**config.mk**
```make
export PLATFORM = sky130hd
export DESIGN_NAME = dmem_mshr_ctrl
export DESIGN_NICKNAME = d
export VERILOG_FILES = /design/src/rtl/dmem_mshr_ctrl_pkg.sv /design/src/rtl/dmem_mshr_ctrl_free_sel.sv /design/src/rtl/dmem_mshr_ctrl.sv
export SDC_FILE = /design/constraint.sdc
export NUM_CORES = 1
export LEC_CHECK = 0
export BUFFER_PORTS_ARGS = -buffer_cell sky130_fd_sc_hd__buf_2
export CAP_MARGIN = 40
export CORE_AREA = 2 2 204 206
export CTS_BUF_LIST = sky130_fd_sc_hd__clkbuf_8 sky130_fd_sc_hd__clkbuf_16
export DETAILED_ROUTE_END_ITERATION = 8
export DIE_AREA = 0 0 206 208
export SYNTH_ARGS = -nofsm -noshare
export SYNTH_HDL_FRONTEND = slang
export SYNTH_SLANG_ARGS = --single-unit
```
**constraint.sdc**
```tcl
create_clock -name clock -period 2.8 [get_ports clock]
set_clock_uncertainty 0.05 [all_clocks]
set_input_delay 0.14 -clock clock [delete_from_list [all_inputs] [get_ports clock]]
set_output_delay 0.14 -clock clock [all_outputs]
set_load 0.01 [all_outputs]
```
**src/rtl/dmem_mshr_ctrl_pkg.sv**
```systemverilog
// Shared types and constants for the data-memory MSHR controller.
//   bus_cmd_e    : memory bus command encoding (BUS_NONE / BUS_LOAD / BUS_STORE)
//   MEM_SIZE     : bus transfer size (BYTE / HALF / WORD / DOUBLE)
//   mshr_entry_t : per-entry status (valid, squashed, memory transaction tag)
//   BLK_OFF_W    : byte-offset width of an 8-byte block
package dmem_mshr_ctrl_pkg;

   localparam int BLK_OFF_W = 3;
   localparam int MEM_TAG_W = 4;

   typedef enum logic [1:0] {
      BUS_NONE  = 2'h0,
      BUS_LOAD  = 2'h1,
      BUS_STORE = 2'h2
   } bus_cmd_e;

   typedef logic [1:0] MEM_SIZE;
   localparam MEM_SIZE BYTE   = 2'h0;
   localparam MEM_SIZE HALF   = 2'h1;
   localparam MEM_SIZE WORD   = 2'h2;
   localparam MEM_SIZE DOUBLE = 2'h3;

   // Block address and LSQ mask live in parameterised arrays in the top,
   // so only the width-independent status fields are kept here.
   typedef struct packed {
      logic                 valid;
      logic                 squashed;
      logic [MEM_TAG_W-1:0] mem_tag;
   } mshr_entry_t;

endpackage

```
**src/rtl/dmem_mshr_ctrl_free_sel.sv**
```systemverilog
// Lowest-free-index priority encoder over the MSHR busy bits.
//   busy     in  N      entry occupied (returning entries still count as busy)
//   free_idx out SEL_W  lowest index with busy=0 (0 when none free)
//   any_free out 1      at least one entry free
//   full     out 1      every entry busy
module dmem_mshr_ctrl_free_sel #(
   parameter  int N     = 4,
   localparam int SEL_W = (N > 1) ? $clog2(N) : 1
) (
   input  logic [N-1:0]     busy,
   output logic [SEL_W-1:0] free_idx,
   output logic             any_free,
   output logic             full
);

   always_comb begin
      free_idx = '0;
      for (int i = N-1; i >= 0; i--) begin
         if (!busy[i]) free_idx = SEL_W'(i);
      end
   end

   assign full     = &busy;
   assign any_free = ~full;

endmodule

```
**src/rtl/dmem_mshr_ctrl.sv**
```systemverilog
// Data-memory controller with N_MSHR outstanding read misses.
// Arbitrates writebacks (wb) > write-miss stores (wr) > read misses (rd) onto
// the single memory bus, tracks in-flight loads by memory tag, and on return
// refills the dcache and hands the line plus LSQ grant mask back to the LSQ.
// Build option: DMEM_MSHR_MERGE_EN merges a read miss into a live entry that
// already targets the same block instead of issuing a second BUS_LOAD.
// Ports:
//   clock, reset_n                     clock, async active-low reset
//   except                             pipeline flush (squashes load feedback)
//   wb_valid/wb_ready/wb_addr/wb_data  dirty-line writeback
//   wr_valid/wr_ready/wr_addr/wr_data/wr_size  write-miss store
//   rd_valid/rd_ready/rd_addr/rd_gnt   read miss + LSQ requester mask
//   mem2proc_response/data/tag         memory accept tag, return data, return tag
//   Dmem_command/addr/size/data        bus request (data carries wb/wr payload)
//   mem_feedback, mem_data             LSQ wakeup mask and returned line
//   mem_wr_en/idx/tag/data             dcache refill
//   mshr_full                          all entries occupied
module dmem_mshr_ctrl
   import dmem_mshr_ctrl_pkg::*;
#(
   parameter int N_MSHR = 4,
   parameter int LSQSZ  = 16,
   parameter int ADDR_W = 16,
   parameter int IDX_W  = 5,
   localparam int TAG_W = ADDR_W - IDX_W - BLK_OFF_W
) (
   input  logic              clock,
   input  logic              reset_n,
   input  logic              except,
   input  logic              wb_valid,
   output logic              wb_ready,
   input  logic [ADDR_W-1:0] wb_addr,
   input  logic [63:0]       wb_data,
   input  logic              wr_valid,
   output logic              wr_ready,
   input  logic [ADDR_W-1:0] wr_addr,
   input  logic [63:0]       wr_data,
   input  MEM_SIZE           wr_size,
   input  logic              rd_valid,
   output logic              rd_ready,
   input  logic [ADDR_W-1:0] rd_addr,
   input  logic [LSQSZ-1:0]  rd_gnt,
   input  logic [3:0]        mem2proc_response,
   input  logic [63:0]       mem2proc_data,
   input  logic [3:0]        mem2proc_tag,
   output bus_cmd_e          Dmem_command,
   output logic [ADDR_W-1:0] Dmem_addr,
   output MEM_SIZE           Dmem_size,
   output logic [63:0]       Dmem_data,
   output logic [LSQSZ-1:0]  mem_feedback,
   output logic [63:0]       mem_data,
   output logic              mem_wr_en,
   output logic [IDX_W-1:0]  mem_wr_idx,
   output logic [TAG_W-1:0]  mem_wr_tag,
   output logic [63:0]       mem_wr_data,
   output logic              mshr_full
);

   localparam int BLK_W = ADDR_W - BLK_OFF_W;
   localparam int SEL_W = (N_MSHR > 1) ? $clog2(N_MSHR) : 1;

   mshr_entry_t        ent_q  [N_MSHR];
   logic [BLK_W-1:0]   blk_q  [N_MSHR];
   logic [LSQSZ-1:0]   mask_q [N_MSHR];

   logic [N_MSHR-1:0]  busy, ret_hit, merge_hit;
   logic [SEL_W-1:0]   free_idx, ret_idx;
   logic               any_free, ret_any, accepted, rd_merge, rd_alloc;
   logic [BLK_W-1:0]   rd_blk;
   logic               unused_addr_lsbs;

   assign rd_blk           = rd_addr[ADDR_W-1:BLK_OFF_W];
   assign accepted         = (mem2proc_response != 4'h0);
   assign unused_addr_lsbs = ^{wb_addr[BLK_OFF_W-1:0], rd_addr[BLK_OFF_W-1:0]};

   dmem_mshr_ctrl_free_sel #(.N(N_MSHR)) u_free_sel (
      .busy     (busy),
      .free_idx (free_idx),
      .any_free (any_free),
      .full     (mshr_full)
   );

   always_comb begin
      busy      = '0;
      ret_hit   = '0;
      merge_hit = '0;
      ret_idx   = '0;
      for (int i = 0; i < N_MSHR; i++) begin
         busy[i]    = ent_q[i].valid;
         ret_hit[i] = ent_q[i].valid && (mem2proc_tag != 4'h0) &&
                      (ent_q[i].mem_tag == mem2proc_tag);
         if (ret_hit[i]) ret_idx = SEL_W'(i);
`ifdef DMEM_MSHR_MERGE_EN
         // A returning entry is excluded: its mask is consumed this cycle.
         merge_hit[i] = ent_q[i].valid && !ent_q[i].squashed && !ret_hit[i] &&
                        (blk_q[i] == rd_blk);
`endif
      end
      ret_any = |ret_hit;
   end

   // Entries are cleared asynchronously, so no hit is possible during reset.
   assign mem_wr_en    = ret_any;
   assign mem_wr_idx   = ret_any ? blk_q[ret_idx][IDX_W-1:0] : '0;
   assign mem_wr_tag   = ret_any ? blk_q[ret_idx][BLK_W-1:IDX_W] : '0;
   assign mem_wr_data  = ret_any ? mem2proc_data : '0;
   assign mem_data     = ret_any ? mem2proc_data : '0;
   assign mem_feedback = (ret_any && !ent_q[ret_idx].squashed && !except) ?
                         mask_q[ret_idx] : '0;

   // Issue is gated by reset_n so every output reads 0 while reset is held.
   always_comb begin
      Dmem_command = BUS_NONE;
      Dmem_addr    = '0;
      Dmem_size    = BYTE;
      Dmem_data    = '0;
      wb_ready     = 1'b0;
      wr_ready     = 1'b0;
      rd_ready     = 1'b0;
      rd_alloc     = 1'b0;
      rd_merge     = reset_n && rd_valid && !except && (|merge_hit);
      if (reset_n) begin
         if (wb_valid) begin
            Dmem_command = BUS_STORE;
            Dmem_addr    = {wb_addr[ADDR_W-1:BLK_OFF_W], {BLK_OFF_W{1'b0}}};
            Dmem_size    = DOUBLE;
            Dmem_data    = wb_data;
            wb_ready     = accepted;
         end else if (wr_valid) begin
            Dmem_command = BUS_STORE;
            Dmem_addr    = wr_addr;
            Dmem_size    = wr_size;
            Dmem_data    = wr_data;
            wr_ready     = accepted;
         end else if (rd_valid && !except && !rd_merge && any_free) begin
            Dmem_command = BUS_LOAD;
            Dmem_addr    = {rd_blk, {BLK_OFF_W{1'b0}}};
            Dmem_size    = DOUBLE;
            rd_ready     = accepted;
            rd_alloc     = accepted;
         end
         if (rd_merge) rd_ready = 1'b1;
      end
   end

   always_ff @(posedge clock or negedge reset_n) begin
      if (!reset_n) begin
         for (int i = 0; i < N_MSHR; i++) begin
            ent_q[i]  <= '0;
            blk_q[i]  <= '0;
            mask_q[i] <= '0;
         end
      end else begin
         for (int i = 0; i < N_MSHR; i++) begin
            if (ret_hit[i]) begin
               ent_q[i].valid <= 1'b0;
            end else if (except && ent_q[i].valid) begin
               ent_q[i].squashed <= 1'b1;
               mask_q[i]         <= '0;
            end else if (rd_merge && merge_hit[i]) begin
               mask_q[i] <= mask_q[i] | rd_gnt;
            end
            // Only free entries are allocated, so this never collides with the above.
            if (rd_alloc && (free_idx == SEL_W'(i))) begin
               ent_q[i].valid    <= 1'b1;
               ent_q[i].squashed <= 1'b0;
               ent_q[i].mem_tag  <= mem2proc_response;
               blk_q[i]          <= rd_blk;
               mask_q[i]         <= rd_gnt;
            end
         end
      end
   end

endmodule

```
Word level (Yosys, flattened, before mapping)
Cells that the tools add are included.
{"block": "word_totals", "ff_bits": 140, "word_cells": 145, "output_inout_bits": 246, "inputBits": 272}
{"block": "op_classes", "bitwise": 2, "eq_ne": 11, "mux": 72, "n_reduce_logical": 39, "magnitude_cmp": 1}
{"cell": "$mux W16", "n": 19}
{"cell": "$mux W64", "n": 4}
{"cell": "$bmux W16 S2", "n": 1}
{"cell": "$bmux W13 S2", "n": 1}
{"cell": "$mux W13", "n": 2}
{"cell": "$mux W2", "n": 13}
{"cell": "$mux W6", "n": 4}
{"cell": "$mux W1", "n": 23}
{"cell": "$logic_and A1 B1 Y1", "n": 20}
{"cell": "$eq A4 B4 Y1", "n": 4}
{"cell": "$reduce_bool A2 Y1", "n": 8}
{"cell": "$mux W5", "n": 3}
{"cell": "$bmux W6 S2", "n": 1}
{"cell": "$mux W8", "n": 1}
{"cell": "$ne A2 B1 Y1 const B", "n": 4}
{"cell": "$reduce_and A2 Y1", "n": 4}
{"cell": "$reduce_bool A4 Y1", "n": 2}
{"cell": "$eq A2 B2 Y1 const B", "n": 2}
{"cell": "$reduce_and A4 Y1", "n": 1}
{"cell": "$reduce_or A4 Y1", "n": 1}
{"cell": "$ge A3 B3 Y1 const B", "n": 1}
{"cell": "$not A2 Y3", "n": 1}
{"cell": "$eq A2 B1 Y1 const B", "n": 1}
{"cell": "$logic_not A1 Y1", "n": 2}
{"cell": "2 further kinds", "n": 2}

Depth between registers and ports, before layout
{"block": "depth", "depth_word": 14, "mapped_depth": 10, "mapped_depth_nobuf": 6}

Modules after synthesis
A second synthesis with hierarchy kept.
{"block": "unflattened", "cells_unflattened": 881, "area_unflattened_um2": 8498.2}
{"mod": "dmem_mshr_ctrl", "seq_area_each_um2": 3503.4, "n_inst": 1, "area_per_inst_um2": 8465.6, "cells_each": 875}
{"mod": "dmem_mshr_ctrl_free_sel", "seq_area_each_um2": 0.0, "n_inst": 1, "area_per_inst_um2": 32.5, "cells_each": 6}

Worst setup path before layout
Ideal clock, no wire load.
{"block": "synth_path", "path_kind": "register to output", "from": "register ent_q (netlist bit busy[0])", "to": "output mem_wr_data[44]", "path_buffers": 4, "required_ns": 2.610, "path_stages_with_launch": 10, "slack_ns": 0.717, "arrival_time_ns": 1.893, "path_cell_list": "dfrtp_1 -> clkbuf_1 -> nand4_1 -> or3_4 -> nand2_1 -> nor3b_2 -> buf_4 -> buf_2 -> nor2b_1 -> buf_4"}
{"block": "synth_between", "elab_chain_len": 4}
{"element": "start, declared", "line": "dmem_mshr_ctrl.sv:62", "text": "mshr_entry_t ent_q [N_MSHR];"}
{"element": "$logic_and A1 B1 Y1 (2 in series)", "line": "dmem_mshr_ctrl.sv:90", "text": "ret_hit[i] = ent_q[i].valid && (mem2proc_tag != 4'h0) &&"}
{"element": "$reduce_or A4 Y1", "line": "dmem_mshr_ctrl.sv:99", "text": "ret_any = |ret_hit;"}
{"element": "$mux W64"}
{"element": "end, declared", "line": "dmem_mshr_ctrl.sv:55", "text": "output logic [63:0] mem_wr_data,"}
No other way between the ends.

Worst setup path after layout
{"block": "layout_path", "from": "register ent_q[8] in the netlist's numbering", "to": "output mem_data[47]"}
{"block": "layout_between", "elab_chain_len": 4}
{"element": "$eq A4 B4 Y1", "line": "dmem_mshr_ctrl.sv:91", "text": "(ent_q[i].mem_tag == mem2proc_tag);"}
{"element": "$logic_and A1 B1 Y1", "line": "dmem_mshr_ctrl.sv:90"}
{"element": "$reduce_or A4 Y1", "line": "dmem_mshr_ctrl.sv:99"}
{"element": "$mux W64", "line": "dmem_mshr_ctrl.sv:107", "text": "assign mem_data = ret_any ? mem2proc_data : '0;"}
{"element": "end, declared", "line": "dmem_mshr_ctrl.sv:51", "text": "output logic [63:0] mem_data,"}
No other way between the ends.

==> impl_metrics.tcl <==
set metrics [dict create \
    leakagePower_nw 6.481 \
    status "complete, no violations" \
    die_y_um 208 \
    min_period_ns 2.710 \
    vdd_drop_max_mv 0.3357 \
    clk_latency_ns 0.42 \
    synth_top_flop_cell "dfrtp_1" \
    power_mw 6.666 \
    seq_area_frac_synth_pct 41.90 \
    met1_usage_pct 22.14 \
    min_period_over_period_pct 96.77 \
    syn2layout_area_growth_pct 45.39 \
    drt_iter0_markers 641 \
    max_slew_margin_pct 46.81 \
    cp.required_ns 2.61 \
    pin_count 518 \
    fin_cells 1838 \
    gr-usage-met3_pct 3.180 \
    grt_pass1_wl_um 58470 \
    crit_type "reg -> out" \
    busiest_layer "met2" \
    drive_gt1_share_pct 53.23 \
    p_sw_mw 2.107 \
    gp_congestion 0.9465 \
    pre_cts_ws_ns 0.3549 \
    cts.sinks 140 \
    p_int_mw 4.559 \
    std_cell_rows 74 \
    cts_tree "yes" \
    async_reset_ff_share_pct 100.0 \
    core_sq_um 40550 \
    dp_hpwl_um 32550 \
    clockRootBuffer "clkbuf_16" \
    end_kind "output pin" \
    synth.distinct_cells 54 \
    synth.avg_cell_area_sq_um 10.48 \
    die-area_sq_um 42850 \
    numCtsBuffers 17 \
    grt_start_max_net_pins 145 \
    grt_pass1_vias 8284 \
    setup_tns_ns 0 \
    hold_viol 0 \
    switching_share_pct 31.61 \
    wl_per_cell_um 22.57 \
    hold_path_class "in -> reg" \
    ant_nets 0 \
    comb_power_share_pct 28.5 \
    fmax_mhz 369.1 \
    regArea_sq_um 3503 \
    htreeDepth 4 \
    start_util_pct 20.62 \
    crit_fanout 65 \
    powerDensity_nw_per_um2 548.4 \
    multi_input_area_sq_um 3989 \
    synth_edf_count 0 \
    clk_pin_slew_ns 0.06 \
    io_buffers 511 \
    hp-start "rd_addr[4]" \
    tightestPinTransition_ns 0.7979 \
    drc 0 \
    overflow 0 \
    num_vias 8539 \
    worstPathArrival_ns 2.52 \
    wl_um 41490 \
    netlist_area_sq_um 8361 \
    seq_power_share_pct 38.0 \
    clk_path_buf_depth 2 \
    synth.net_count 1070 \
    cap_violations 0 \
    grt_antenna_before_repair 51 \
    synth_seq_cells 140 \
    r2r-start "ent_q[8]$_DFFE_PN0N_" \
    cp-start-kind "flip-flop" \
    mostFrequentLayoutCells "buf_2 (510), dfrtp_1 (140), a22o_1 (128)" \
    clkPwrFrac_pct 33.6 \
    maxSlewViolCount 0 \
    dpl.cell_count 1744 \
    fin_nets 1542 \
    die_x_um 206 \
    fill_cells 4295 \
    vias_per_cell 4.646 \
    final_common_cell "buf_2" \
    yosys_warnings 0 \
    grtUsageTotal_pct 19.00 \
    whs_ns 0.02873 \
    postSynthCellCount 798 \
    crit_start "ent_q[8]$_DFFE_PN0N_" \
    drt_pass1_iterations 6 \
    grt_use_met2_pct 32.16 \
    fin_ws_ns 0.09035 \
    final-setup-viol-count 0 \
]
-- Yosys cell counts, types with 14 or more instances --
cell type  number  area share [%]
a21oi_1        14            0.84
a22o_1        128              13
a311o_1        16             1.9
buf_2          26             1.6
buf_4          70             6.3
clkbuf_1       28             1.3
dfrtp_1       140              42
inv_1          17            0.76
mux2_2         64             8.6
nand2_1        62             2.8
nor2_1         28             1.3
nor2b_1        64             4.8
o21ai_0        18             1.1
-- timing repair --
item,4_1_cts,5_1_grt
hold buffers,32,0
endpoints found under the setup margin,100,58
gates resized for setup,3,3
hold endpoints to repair,256,0
pin swaps,1,2
setup buffers,0,7
-- worst max-delay path: stages, from the launching register on --
cell     delay [ns]
dfrtp_1        0.39
xor2_1         0.15
nor4_2         0.34
nand3_2        0.23
nor3b_4        0.25
buf_12         0.21
nor2b_1        0.30
buf_2          0.20
-- path summary, 6_finish.rpt --
path	endpoint	slack, ns	depth (start not counted)
worst min-delay path	blk_q[1]$_DFFE_PN0N_	0.03	2
min in group asynchronous	ent_q[19]$_DFFE_PN0N_	0.43	3
worst max register to register	mask_q[21]$_DFFE_PN0P_	0.57	8
worst max-delay path	mem_data[47]	0.09	7
worst min register to register	mask_q[8]$_DFFE_PN0P_	0.45	1
max in group asynchronous	blk_q[13]$_DFFE_PN0N_	1.68	3
-- power groups by stage --
stage | sequential (mW) | combinational [mW] | clock (mW)
after detailed placement | 2.56 | 1.84 | 0
after global routing | 2.58 | 2.06 | 2.41
after global placement | 2.55 | 1.82 | 0
after CTS | 2.53 | 1.88 | 2.30
final | 2.53 | 1.90 | 2.24
after floorplan | 2.52 | 1.16 | 0
-- metal layers --
metal  vias to the layer above  share of wire [%]
li1                       3817                  -
met1                      4185                 39
met2                       415                 49
met3                       120                5.0
met4                         2                6.9
met5                         -              0.031
-- kinds of logic after synthesis --
logic type             Yosys count  share of synthesized area [%]
XOR/XNOR                        15                          1.571
AND/OR/NAND/NOR                193                          12.86
buffers and inverters          150                          10.80
multiplexers                    73                          9.698
AO/OA/AOI/OAI                  227                          23.17
flip-flops                     140                          41.90
-- sequential cells by signal, indices dropped and copies added, names as in the netlist --
| signal | flops |
|---|---|
| blk_q | 52 |
| busy | 4 |
| ent_q | 20 |
| mask_q | 64 |
-- area by class of cell --
type                            instances  share of cell area, %
Antenna cell                           23                 0.4735
Inverter                               18                 0.5558
Clock inverter                         15                  1.256
Multi-Input combinational cell        508                  32.82
Clock buffer                           17                  3.500
Sequential cell                       140                  28.82
Timing Repair Buffer                  585                  27.10
Tap cell                              532                  5.476
-- per-stage QoR --
step | utilization, % | cell area [sq um]
finish | 29.97 | 12160
global route | 29.94 | 12140
CTS | 29.63 | 12020
detailed placement | 27.39 | 11110
global placement | 27.39 | 11110
floorplan | - | 8361
No activity file was read; power rests on OpenSTA's default activity.
